<file path="src/rtl/fp16_pack_seq.sv">
// fp16_pack_seq
// Iterative binary16 result stage. Takes the unnormalized sign / exponent /
// 15-bit extended mantissa sum from the mantissa adder. It normalizes the sum
// one bit per cycle, then rounds and packs it into an IEEE-754 half word.
//
// Build option: FP16_PACK_RNE_EN
//   defined   -> round to nearest, ties to even, using guard/round/sticky
//   undefined -> truncation (overflow to infinity still applies)
//
// Ports:
//   CLK          clock, rising edge
//   RST_N        asynchronous active-low reset
//   IN_VALID     operand triple valid
//   IN_READY     block can take an operand (IDLE only)
//   IN_SIGN_HALF result sign
//   IN_EXP_HALF  biased exponent of the bit-13 position (0 => 1, 31 => inf)
//   IN_MANT_SUM  {carry, hidden, frac[9:0], guard, round, sticky}
//   OUT_VALID    Q holds a result, held until accepted
//   OUT_READY    downstream accepts Q
//   Q            packed binary16 result
module fp16_pack_seq (
  input  logic        CLK,
  input  logic        RST_N,
  input  logic        IN_VALID,
  output logic        IN_READY,
  input  logic        IN_SIGN_HALF,
  input  logic [4:0]  IN_EXP_HALF,
  input  logic [14:0] IN_MANT_SUM,
  output logic        OUT_VALID,
  input  logic        OUT_READY,
  output logic [15:0] Q
);

  typedef enum logic [1:0] {
    IDLE  = 2'd0,
    NORM  = 2'd1,
    ROUND = 2'd2,
    DONE  = 2'd3
  } state_t;

  state_t      state_r, state_n;
  logic        sign_r, sign_n;
  logic [5:0]  exp_r, exp_n;
  logic [14:0] mant_r, mant_n;
  logic        inf_r, inf_n;
  logic [15:0] q_r, q_n;
  logic        in_ready_r, out_valid_r;

  // Rounding / packing datapath, only consumed in ROUND
  logic [4:0]  field_s;
  logic [14:0] base_s;
  logic        inc_s;
  logic [15:0] sum_s;
  logic        ovf_s;

  // Pack the normalized mantissa into a half word and apply the rounding increment
  always_comb begin
    field_s = 5'd0;
    base_s  = 15'd0;
    inc_s   = 1'b0;
    sum_s   = 16'd0;
    ovf_s   = 1'b0;
    if (mant_r[13]) begin
      field_s = exp_r[4:0];
    end else begin
      field_s = 5'd0;
    end
    base_s = {field_s, mant_r[12:3]};
`ifdef FP16_PACK_RNE_EN
    inc_s = mant_r[2] & (mant_r[1] | mant_r[0] | mant_r[3]);
`else
    inc_s = 1'b0;
`endif
    // The carry out of the fraction lands in the exponent field on its own
    sum_s = {1'b0, base_s} + {15'd0, inc_s};
    ovf_s = inf_r | (exp_r >= 6'd31) | (sum_s >= 16'h7C00);
  end

  // Next-state and next-datapath logic for the four-state sequencer
  always_comb begin
    state_n = state_r;
    sign_n  = sign_r;
    exp_n   = exp_r;
    mant_n  = mant_r;
    inf_n   = inf_r;
    q_n     = q_r;
    case (state_r)
      IDLE: begin
        if (IN_VALID) begin
          sign_n  = IN_SIGN_HALF;
          exp_n   = (IN_EXP_HALF == 5'd0) ? 6'd1 : {1'b0, IN_EXP_HALF};
          mant_n  = IN_MANT_SUM;
          inf_n   = 1'b0;
          state_n = NORM;
        end else begin
          state_n = IDLE;
        end
      end
      NORM: begin
        if (exp_r >= 6'd31) begin
          // Infinity in, or a carry pushed the exponent to the top
          inf_n   = 1'b1;
          state_n = ROUND;
        end else if (mant_r == 15'd0) begin
          state_n = ROUND;
        end else if (mant_r[14]) begin
          // Keep the bit shifted out alive in the sticky position
          mant_n = {1'b0, mant_r[14:2], mant_r[1] | mant_r[0]};
          exp_n  = exp_r + 6'd1;
        end else if (!mant_r[13] && (exp_r > 6'd1)) begin
          mant_n = {mant_r[13:0], 1'b0};
          exp_n  = exp_r - 6'd1;
        end else begin
          // Either normalized, or stuck at exponent 1 as a subnormal
          state_n = ROUND;
        end
      end
      ROUND: begin
        if (ovf_s) begin
          q_n = {sign_r, 15'h7C00};
        end else if (mant_r == 15'd0) begin
          q_n = {sign_r, 15'h0000};
        end else begin
          q_n = {sign_r, sum_s[14:0]};
        end
        state_n = DONE;
      end
      DONE: begin
        if (OUT_READY) begin
          state_n = IDLE;
        end else begin
          state_n = DONE;
        end
      end
      default: begin
        state_n = IDLE;
      end
    endcase
  end

  // State, datapath and registered handshake outputs
  always_ff @(posedge CLK or negedge RST_N) begin
    if (!RST_N) begin
      state_r     <= IDLE;
      sign_r      <= 1'b0;
      exp_r       <= 6'd0;
      mant_r      <= 15'd0;
      inf_r       <= 1'b0;
      q_r         <= 16'h0000;
      in_ready_r  <= 1'b1;
      out_valid_r <= 1'b0;
    end else begin
      state_r     <= state_n;
      sign_r      <= sign_n;
      exp_r       <= exp_n;
      mant_r      <= mant_n;
      inf_r       <= inf_n;
      q_r         <= q_n;
      in_ready_r  <= (state_n == IDLE);
      out_valid_r <= (state_n == DONE);
    end
  end

  assign IN_READY  = in_ready_r;
  assign OUT_VALID = out_valid_r;
  assign Q         = q_r;

endmodule

</file>
<file path="config.mk">
export PLATFORM = sky130hd
export DESIGN_NAME = fp16_pack_seq
export DESIGN_NICKNAME = d
export VERILOG_FILES = /design/src/rtl/fp16_pack_seq.sv
export SDC_FILE = /design/constraint.sdc
export NUM_CORES = 1
export LEC_CHECK = 0
export BUFFER_PORTS_ARGS = -buffer_cell sky130_fd_sc_hd__buf_2
export CORE_ASPECT_RATIO = 1.75
export CORE_MARGIN = 2
export CORE_UTILIZATION = 45
export CTS_BUF_LIST = sky130_fd_sc_hd__clkbuf_4
export DETAILED_ROUTE_END_ITERATION = 7
export PLACE_DENSITY_LB_ADDON = 0.1
export SYNTH_ARGS = -nofsm -noshare
export SYNTH_HDL_FRONTEND = slang
export SYNTH_SLANG_ARGS = --single-unit
</file>
<file path="constraint.sdc">
create_clock -name CLK -period 2.97 [get_ports CLK]
set_input_delay 0.297 -clock CLK [delete_from_list [all_inputs] [get_ports CLK]]
set_output_delay 0.297 -clock CLK [all_outputs]
set_load 0.005 [all_outputs]
</file>
==> summary.txt <==
Drt
  – DR DRC count: 0
  – Routed WL per cell: 18.3 um
  – DRT iter0 DRCs: 51
  – Via/cell ratio: 5.93
  – DRT antenna net count: 0
  – Routed Wire Length: 5840 um
  – First drt pass iteration count: 4
  – Via count: 1891

Clock tree
  – CTS tree: done
  – Clock Pin Slew Worst Setup and Hold Paths: 130 ps
  – Post-CTS Setup Inserts: 0
  – Number of buffers created by CTS: 5
  – Clock sinks: 43
  – Clock Tree Root: clkbuf_4
  – Hold_buf cts: 0
  – Later-pin clock latency in the skew report: 360 ps
  – Clk buf depth: 2
  – H-Tree Depth: 2
  – Post-cts sizing count: 0

Pwr
  – Leakage power: 1.18 nW
  – VDD IR max: 0.625 mV
  – Power Dens Cells: 1240 mW/mm2

Setup path
  – FF-to-FF End: Q[7]$_DFFE_PN0N_
  – CP max-delay cell: a2111oi_4
  – Worst path bufs/invs: 0
  – Critical Path RT: 3270 ps
  – Reg2reg path depth: 4
  – Crit path launch type: flip-flop
  – Crit path DAT: 2900 ps
  – FF-to-FF Start: state_r[0]$_DFF_PN0_
  – Worst path depth: 4
  – CP top delay family: simple AND/OR/NAND/NOR gates
  – Setup CP Type: reg2reg
  – Cell Chain, Critical Path: nand2b_1 -> a2111oi_4 -> nor2b_1 -> a22o_2
  – Largest stage delay, worst path: 720 ps
  – Crit end category: flip-flop
  – CP Max Fanout: 12
  – Reg2Reg Setup Slack: 370 ps

Floorplanning
  – Starting Density: 46.6%
  – DIE WIDTH: 58.0 um
  – Io pins: 43
  – Core Area: 0.00493 mm2
  – Die Span Y: 98.5 um
  – # rows: 34
  – Die ar.: 0.00572 mm2

STA
  – RSZ-0062 raised after global routing: no
  – Setup Skew: 11.3 ps
  – Setup_tns: 0 ps
  – Min cycle time layout: 2600 ps
  – Setup Viol. Count Final: 0
  – Fin worst setup slack: 369 ps
  – FMAX: 385 MHz
  – Fin. Hold Viols: 0
  – Final period util: 87.6%
  – Hold_ws: 77.4 ps
  – Slew @ Worst Pin: 958 ps
  – Worst slew margin: 36.1%
  – Slew Limit Fails: 0

Yosys
  – Seq/Total Area, Yosys: 46.9%
  – Distinct cells, synth: 50
  – EDFF count, synth: 0
  – Syn Nets: 253
  – Top cells by area, synth: dfrtp_1, nor2_1, mux2_2
  – Gate count of the mapped netlist: 225
  – Area of the mapped netlist: 0.00230 mm2
  – Top cell type's share of synthesized area: 45.7%
  – Area leader, netlist: dfrtp_1
  – Number of synthesized register bits: 43
  – Syn_area_per_cell: 10.2 um2
  – Syn. warnings: 0
  – Most frequent cell after synthesis: dfrtp_1
  – Synth async-reset ratio: 100%
  – Most frequent cells after synthesis: dfrtp_1, nor2_1, nand2_1
  – Predominant post-synthesis flop cell: dfrtp_1

Place
  – I/O Buffers: 42
  – Place WS: 394 ps
  – GPL Wtd Cong: 0.797
  – Dpl cell area: 0.00253 mm2
  – HPWL after DPL: 4180 um

Finish
  – Antenna diodes: 0
  – P&R area growth vs syn: 12.4%
  – Share of cells above drive strength 1: 30.6%
  – Final instance area: 0.00258 mm2
  – # nets final: 292
  – Final Util: 52.4%

Global routing
  – Initial antenna violation count: 0
  – First-pass GRT wire length: 9560 um
  – Pin count of the biggest net entering global routing: 44
  – Vias in the first global route: 1927
  – Grt ovf: 0
  – All-Layer GR Usage: 22.1%

Run status
  – Status: complete, no violations

Hold path
  – Hold Crit Class: in2async

Run
  – Max Cap Violations: 0
[where the power goes]
group	internal [mW]	switching, mW
clock network	0.101	0.194
registers	0.880	0.338
logic	0.797	0.891
[worst max-delay path by stage]
stage	from	slack [ps]	to
global placement	state_r[0]$_DFF_PN0_	400	Q[7]$_DFFE_PN0N_
CTS	state_r[0]$_DFF_PN0_	350	Q[7]$_DFFE_PN0N_
finish	state_r[0]$_DFF_PN0_	370	Q[7]$_DFFE_PN0N_
global route	state_r[0]$_DFF_PN0_	170	Q[7]$_DFFE_PN0N_
floorplan	exp_r[0]$_DFFE_PN0P_	820	mant_r[10]$_DFFE_PN0P_
detailed placement	state_r[0]$_DFF_PN0_	390	Q[7]$_DFFE_PN0N_
[placed cells by master (no fill, tap or decap), types with 4 or more instances in the layout]
cell	count
nand3_1	4
nor2_1	34
nand2_1	21
mux2_2	9
o21ai_0	6
buf_4	7
a22o_1	9
a221oi_1	11
buf_2	42
dfrtp_1	42
clkbuf_4	6
nor4_1	5
a21oi_1	12
mux2_4	4
[final cells by class]
class	instances	area, um2
flip-flops and latches	43	1080
clock inverters	2	12.5
fillers	504	2350
multi-input cells	162	1110
well taps	54	67.6
clock buffers	6	45.0
repair buffers	49	263
inverters	3	11.3
[metrics by stage]
stage	power, mW	std cells
finish	3.20	319
global route	3.46	319
detailed placement	2.93	311
CTS	3.23	319
global placement	2.91	311
floorplan	2.47	225
[registers in the layout, summed over array words and instances, names as in the netlist]
| register | cells |
|---|---|
| sign_r | 1 |
| IN_READY | 1 |
| Q | 16 |
| inf_r | 1 |
| mant_r | 15 |
| OUT_VALID | 1 |
| exp_r | 6 |
| state_r | 2 |
[per-layer routing]
metal	vias to the layer above	wire [um]	GRT usage, %
li1	907	-	-
met3	15	182	3.02
met1	921	2250	25.3
met5	-	0	0
met4	0	161	8.59
met2	48	3250	40.1
[cell families (layout without fill, tap and decap cells)]
logic type | count (synthesis) | after routing | share of synthesized area [%]
xor gates and xnor gates | 1 | 1 | 0.381
and+or+nand+nor | 83 | 83 | 17.7
AOI/OAI and AO/OA | 60 | 60 | 20.6
muxes | 15 | 15 | 7.89
adders and majority gates | 3 | 3 | 1.63
DFF | 43 | 43 | 46.9
buffers and inverters | 20 | 60 | 4.95
Power figures use the tool's default switching activity.
